<file path="src/rtl/ifq_drain_if.sv">
// ifq_drain_if: FIFO read port, flush, output handshake and debug counters of the drain controller
interface ifq_drain_if #(
  parameter int WIDTH = 32,
  parameter int CNT_WIDTH = 16
);
  logic fifo_empty;
  logic [WIDTH-1:0] fifo_rd_data;
  logic fifo_rd_en;
  logic flush;
  logic out_valid;
  logic [WIDTH-1:0] out_data;
  logic out_ready;
  logic [CNT_WIDTH-1:0] pop_count;
  logic [CNT_WIDTH-1:0] stall_count;
  modport master (
    input fifo_empty, fifo_rd_data, flush, out_ready,
    output fifo_rd_en, out_valid, out_data, pop_count, stall_count
  );
  modport slave (
    output fifo_empty, fifo_rd_data, flush, out_ready,
    input fifo_rd_en, out_valid, out_data, pop_count, stall_count
  );
endinterface

</file>
<file path="src/rtl/ifq_drain.sv">
// ifq_drain: pops a registered-read FIFO into a 2-entry skid buffer feeding a valid/ready output.
// Define IFQ_DRAIN_STALL_CNT_EN to build the saturating backpressure counter; otherwise stall_count is 0.
module ifq_drain #(
  parameter int WIDTH = 32,
  parameter int CNT_WIDTH = 16
) (
  input logic clk,
  input logic reset_n,
  ifq_drain_if.master bus
);
  typedef enum logic {RUN, DISCARD} state_t;
  state_t state, state_nxt;
  logic [WIDTH-1:0] buffer [2];
  logic [1:0] entries;
  logic head, tail, inflight, pop, push;
  logic [CNT_WIDTH-1:0] pcnt;
  always_comb begin
    pop = bus.out_valid & bus.out_ready;
    push = inflight & (state == RUN) & !bus.flush;
    state_nxt = (bus.flush & inflight) ? DISCARD : RUN;
  end
  // committed words plus the one in flight, net of this cycle's pop, must leave room
  assign bus.fifo_rd_en = reset_n & !bus.fifo_empty & !bus.flush &
                          (({1'b0, entries} + {2'b0, inflight}) < (3'd2 + {2'b0, pop}));
  assign bus.out_valid = entries != 2'd0;
  assign bus.out_data = buffer[head];
  assign bus.pop_count = pcnt;
  always_ff @(posedge clk) begin
    if (!reset_n) begin
      state <= RUN;
      entries <= '0;
      head <= 1'b0;
      tail <= 1'b0;
      inflight <= 1'b0;
      pcnt <= '0;
      buffer[0] <= '0;
      buffer[1] <= '0;
    end else begin
      state <= state_nxt;
      inflight <= bus.fifo_rd_en;
      pcnt <= pcnt + CNT_WIDTH'(pop);
      if (bus.flush) begin
        entries <= '0;
        head <= 1'b0;
        tail <= 1'b0;
      end else begin
        entries <= entries + 2'(push) - 2'(pop);
        head <= head ^ pop;
        tail <= tail ^ push;
        if (push) buffer[tail] <= bus.fifo_rd_data;
      end
    end
  end
`ifdef IFQ_DRAIN_STALL_CNT_EN
  logic [CNT_WIDTH-1:0] scnt;
  always_ff @(posedge clk) begin
    if (!reset_n) scnt <= '0;
    else if (bus.out_valid & !bus.out_ready & ~&scnt) scnt <= scnt + 1'b1;
  end
  assign bus.stall_count = scnt;
`else
  assign bus.stall_count = '0;
`endif
endmodule

</file>
<file path="src/flat_wrapper.sv">
// flat-port wrapper written by rule: the top's interface ports become plain ports
module ifq_drain_flat 
#(
  parameter int WIDTH = 32,
  parameter int CNT_WIDTH = 16
)
  (clk, reset_n, bus_fifo_empty, bus_fifo_rd_data, bus_flush, bus_out_ready, bus_fifo_rd_en, bus_out_valid, bus_out_data, bus_pop_count, bus_stall_count);
  ifq_drain_if #(.WIDTH(WIDTH), .CNT_WIDTH(CNT_WIDTH)) bus_i ();
  input logic clk;
  input logic reset_n;
  input wire logic [$bits(bus_i.fifo_empty)-1:0] bus_fifo_empty;
  input wire logic [$bits(bus_i.fifo_rd_data)-1:0] bus_fifo_rd_data;
  input wire logic [$bits(bus_i.flush)-1:0] bus_flush;
  input wire logic [$bits(bus_i.out_ready)-1:0] bus_out_ready;
  output wire logic [$bits(bus_i.fifo_rd_en)-1:0] bus_fifo_rd_en;
  output wire logic [$bits(bus_i.out_valid)-1:0] bus_out_valid;
  output wire logic [$bits(bus_i.out_data)-1:0] bus_out_data;
  output wire logic [$bits(bus_i.pop_count)-1:0] bus_pop_count;
  output wire logic [$bits(bus_i.stall_count)-1:0] bus_stall_count;
  assign bus_i.fifo_empty = bus_fifo_empty;
  assign bus_i.fifo_rd_data = bus_fifo_rd_data;
  assign bus_i.flush = bus_flush;
  assign bus_i.out_ready = bus_out_ready;
  assign bus_fifo_rd_en = bus_i.fifo_rd_en;
  assign bus_out_valid = bus_i.out_valid;
  assign bus_out_data = bus_i.out_data;
  assign bus_pop_count = bus_i.pop_count;
  assign bus_stall_count = bus_i.stall_count;
  ifq_drain #(.WIDTH(WIDTH), .CNT_WIDTH(CNT_WIDTH)) u_core (.clk(clk), .reset_n(reset_n), .bus(bus_i));
endmodule
</file>
<file path="config.mk">
export PLATFORM = sky130hd
export DESIGN_NAME = ifq_drain_flat
export DESIGN_NICKNAME = d
export VERILOG_FILES = /design/src/rtl/ifq_drain_if.sv /design/src/rtl/ifq_drain.sv /design/src/flat_wrapper.sv
export SDC_FILE = /design/constraint.sdc
export NUM_CORES = 1
export LEC_CHECK = 0
export BUFFER_PORTS_ARGS = -buffer_cell sky130_fd_sc_hd__buf_2
export CORE_UTILIZATION = 30
export CTS_BUF_LIST = sky130_fd_sc_hd__clkbuf_2 sky130_fd_sc_hd__clkbuf_4 sky130_fd_sc_hd__clkbuf_8
export CTS_CLUSTER_SIZE = 16
export DETAILED_ROUTE_END_ITERATION = 16
export REMOVE_ABC_BUFFERS = 1
export SLEW_MARGIN = 20
export SYNTH_ARGS = -nofsm -noshare
export SYNTH_HDL_FRONTEND = slang
export SYNTH_SLANG_ARGS = --single-unit
</file>
<file path="constraint.sdc">
create_clock -name clk -period 10.7 [get_ports clk]
set_input_delay 1.605 -clock clk [delete_from_list [all_inputs] [get_ports clk]]
set_output_delay 1.605 -clock clk [all_outputs]
set_load 0.02 [all_outputs]
</file>
After elaboration in Yosys (flattened, before gate mapping)
Memory sizes are Yosys's and may differ from the RTL's. A register that Yosys moved wholly into a read port is not among the register bits.
Index checks and enable logic that the tools add are counted.
{"block": "classes", "add_sub_neg": 5, "order_cmp": 1, "n_mux": 10, "bitwise": 11, "n_reduce_logical": 5}
{"cell": "32-bit 2-to-1 mux", "n": 1}
{"cell": "32-bit OR reduction", "n": 1}
{"cell": "16-bit by 1-bit adder with 16-bit output", "n": 1}
{"cell": "1-bit 2-to-1 mux", "n": 9}
{"cell": "1-bit AND", "n": 7}
{"cell": "2-bit by 1-bit adder with 3-bit output", "n": 1}
{"cell": "2-bit by 1-bit adder with 3-bit output, first input constant", "n": 1}
{"cell": "3-bit < comparator", "n": 1}
{"cell": "2-bit by 1-bit adder with 2-bit output", "n": 1}
{"cell": "1-bit zero test", "n": 2}
{"cell": "1-bit NOT", "n": 2}
{"cell": "2-bit nonzero test", "n": 1}
{"cell": "2-bit OR reduction", "n": 1}
{"cell": "2-bit by 1-bit subtractor with 2-bit output", "n": 1}
{"cell": "1-bit XOR", "n": 2}
{"block": "totals", "ff_bits": 22, "ram_bits": 64, "inputBits": 37, "out_inout_bits": 66, "elab_cells": 39, "memories": 1}
{"memory": "u_core.buffer", "depth": 2, "width": 32, "rd": 1, "rd_clocked_by_memory_dff": 1, "wr": 2, "line_no": "ifq_drain.sv:13", "rtl": "logic [WIDTH-1:0] buffer [2];"}

Logic depth before layout (Yosys ltp)
{"block": "depth", "word_depth": 9, "ltp_mapped": 8, "ltp_nobuf": 8}

Least setup slack after synthesis
No wires, ideal clock.
{"block": "synth_path", "path_type": "in2reg", "from": "input port bus_flush", "to": "memory u_core.buffer[0][0], enable pin", "arrival_time_ns": 4.166, "slack_ns": 6.068, "cell_stages": 3, "cell_sequence": "nor3b_2 > inv_1 > o21ai_0"}
{"element": "start, declared", "line_no": "flat_wrapper.sv:13", "rtl": "input wire logic [$bits(bus_i.flush)-1:0] bus_flush;"}
{"element": "end, declared", "line_no": "ifq_drain.sv:13"}

Worst setup path in the final report
{"block": "layout_path", "from": "input port reset_n", "to": "output port bus_fifo_rd_en"}
{"block": "layout_between", "elab_chain_len": 3}
{"element": "start, declared", "line_no": "flat_wrapper.sv:10", "rtl": "input logic reset_n;"}
{"element": "1-bit AND (3 in series)", "line_no": "ifq_drain.sv:23", "rtl": "assign bus.fifo_rd_en = reset_n & !bus.fifo_empty & !bus.flush &"}
{"element": "end, declared", "line_no": "flat_wrapper.sv:15", "rtl": "output wire logic [$bits(bus_i.fifo_rd_en)-1:0] bus_fifo_rd_en;"}
No other way between the ends.

==> impl_metrics.json <==
{
  "outcome": "completed",
  "yosys_warnings": 0,
  "cts.sinks": 86,
  "fin_setup_tns_ps": 0,
  "antenna_left": 0,
  "cts_tree": "yes",
  "gr-total-overflow": 0,
  "async_flop_share": 0,
  "place_congestion": 0.716,
  "grt_pass1_vias": 2468,
  "synth_xor_area_frac": 0.0133,
  "cts-root-buf": "clkbuf_8",
  "avgRoutedWirePerCell_microns": 13.9,
  "intPower_mw": 0.497,
  "synth_compound_area_frac": 0.0248,
  "p_sw_frac": 0.237,
  "cts_setup_buffers": 0,
  "wl_met3_microns": 638,
  "path_clk_slew_ps": 80,
  "synth_common_cells": "and2_1, edfxtp_1, mux2_2",
  "grt_first_pass_wirelength_microns": 12200,
  "power.total_mw": 0.651,
  "core_sq_mm": 0.0127,
  "pin_count": 103,
  "finClkSkew_ps": 9.31,
  "synth_top_area_share": 0.488,
  "ys.flop_type": "edfxtp_1",
  "antenna_found_initial": 1,
  "endpoint_kind": "output pin",
  "hold_buffers": 0,
  "whs_ps": 484,
  "synth.most_common_cell": "and2_1",
  "synth_cells": 307,
  "yosys.area_share.simple": 0.185,
  "dr_wl_met2_microns": 3740,
  "seq_power_share": 0.569,
  "synth_edf_count": 64,
  "ys_top_cells_by_area": "edfxtp_1, dfxtp_1, and2_1, mux2_2, buf_4",
  "wl_microns": 7910,
  "numCtsBuffers": 9,
  "die_w_microns": 117,
  "io_buffers": 86,
  "worstPathArrival_ps": 2560,
  "num_vias": 2526,
  "fp.dieArea_sq_mm": 0.0136,
  "crit_path_start_kind": "input pin",
  "synth_mux_area_frac": 0.102,
  "setup_viol_count_final": 0,
  "required_ps": 9100,
  "nNetsFinal": 437,
  "worstPathMaxFanout": 16,
  "powerDensity_mw_per_mm2": 138,
  "synth_adder_area_share": 0.0222,
  "hold_class": "register to register",
  "drt_pass1_iterations": 4,
  "p_switching_mw": 0.154,
  "leakage_nw": 1.99,
  "synth_cell_types": 32,
  "peakVddDrop_uv": 77.3,
  "diodes": 0,
  "avgViaCountPerCell": 4.43,
  "routed.top_layer": "met4",
  "syn2layout_area_growth_pct": 20.2,
  "drive_gt1_frac": 0.367,
  "h-tree-depth": 3,
  "ys_seq_area_frac": 0.600,
  "relSlewSlack": 0.420,
  "num_rows": 41,
  "hold_viol": 0,
  "finalMaxSlewViolations": 0,
  "pwr-share-clk": 0.356,
  "cts_resized": 0,
  "clk_latency_ps": 370,
  "yosys.area.top_type": "edfxtp_1",
  "start_util": 0.310,
  "syn_area_per_cell_sq_um": 12.8,
  "cap_violations": 0,
  "setup_ws_ps": 6540,
  "drtIter0Drc": 143,
  "place_ws_ps": 6450,
  "remaining_drc_errors": 0,
  "rsz0062_at_grt": "false",
  "fmax_mhz": 240,
  "fin_crit_ps": 4160,
  "grt_usage": 0.122,
  "fin_util": 0.372,
  "crit_type": "input pin to output pin",
  "clock_path_buffers": 2,
  "synth_seq_cells": 86,
  "hpwl_microns": 5340,
  "finalCritPeriodShare": 0.389,
  "pwr-share-comb": 0.074,
  "synth_top_family_by_area": "simple AND/OR/NAND/NOR gates",
  "grt_max_degree": 34,
  "fp.dieH_microns": 117,
  "tightest_slew_ps": 871,
  "wl_met1_microns": 3420,
  "synth_area_sq_mm": 0.00394
}
[critical path, stage by stage]
cell      delay, ps
buf_2           260
nand2b_1        200
nor4b_1         270
buf_2           210
[kinds of logic (layout without fill, tap and decap cells)]
group	count (synthesis)	count (layout)
AND/OR/NAND/NOR	115	115
flip-flops	86	86
buffers and inverters	39	115
multiplexers	36	36
AO/OA/AOI/OAI	17	17
adder cells (fa/ha/maj)	7	7
XOR/XNOR	6	6
other	1	16
[worst paths after layout]
kind / start / end / slack, ps / cells past startpoint
setup / recovery: reset_n / bus_fifo_rd_en / 6540 / 4
hold / removal: u_core.bus.pop_count[15] / u_core.bus.pop_count[15] / 480 / 2
setup reg to reg: u_core.inflight / u_core.buffer[1][2] / 8280 / 3
hold reg to reg: u_core.bus.pop_count[15] / u_core.bus.pop_count[15] / 480 / 2
[layer usage]
layer / vias up / track usage
li1: 1216 / -
met1: 1207 / 0.140
met2: 88 / 0.207
met3: 15 / 0.0457
met4: 0 / 0.0456
met5: - / 0
[power groups by stage]
stage / combinational (mW) / clock [mW] / sequential [mW]
final: 0.0484 / 0.232 / 0.371
after global routing: 0.0534 / 0.251 / 0.372
after CTS: 0.0478 / 0.241 / 0.371
after detailed placement: 0.0476 / 0 / 0.379
after global placement: 0.0471 / 0 / 0.378
after floorplan: 0.0277 / 0 / 0.378
[through the flow]
stage | std cells | instance area, sq um
floorplan | 294 | 3830
global placement | 552 | 4500
detailed placement | 553 | 4510
CTS | 569 | 4710
global route | 570 | 4740
finish | 570 | 4740
[layout make-up]
cell class | instances | area (sq um)
tap | 172 | 215
fill | 1323 | 7990
multi-input combinational | 197 | 1450
inverter | 11 | 41.3
timing repair buffer | 88 | 469
clock buffer | 10 | 131
clock inverter | 6 | 68.8
sequential | 86 | 2360
[flip-flops by register name, summed over array words and instances (netlist names)]
name,flops
u_core.bus.pop_count,16
u_core.entries,2
u_core.tail,1
u_core.state,1
u_core.buffer,64
u_core.head,1
u_core.inflight,1
[layout by cell type, fill, tap and decap left out, types with 5 or more instances in the layout]
| master | instances |
|---|---|
| a21oi_1 | 7 |
| and2_1 | 67 |
| buf_2 | 86 |
| clkbuf_8 | 9 |
| conb_1 | 16 |
| dfxtp_1 | 21 |
| edfxtp_1 | 64 |
| ha_1 | 7 |
| inv_1 | 11 |
| mux2_2 | 32 |
| nand2_1 | 8 |
| nor2_1 | 7 |
| o31ai_1 | 5 |
| or4_1 | 5 |
Note: power is estimated with default switching activity, not from simulation.
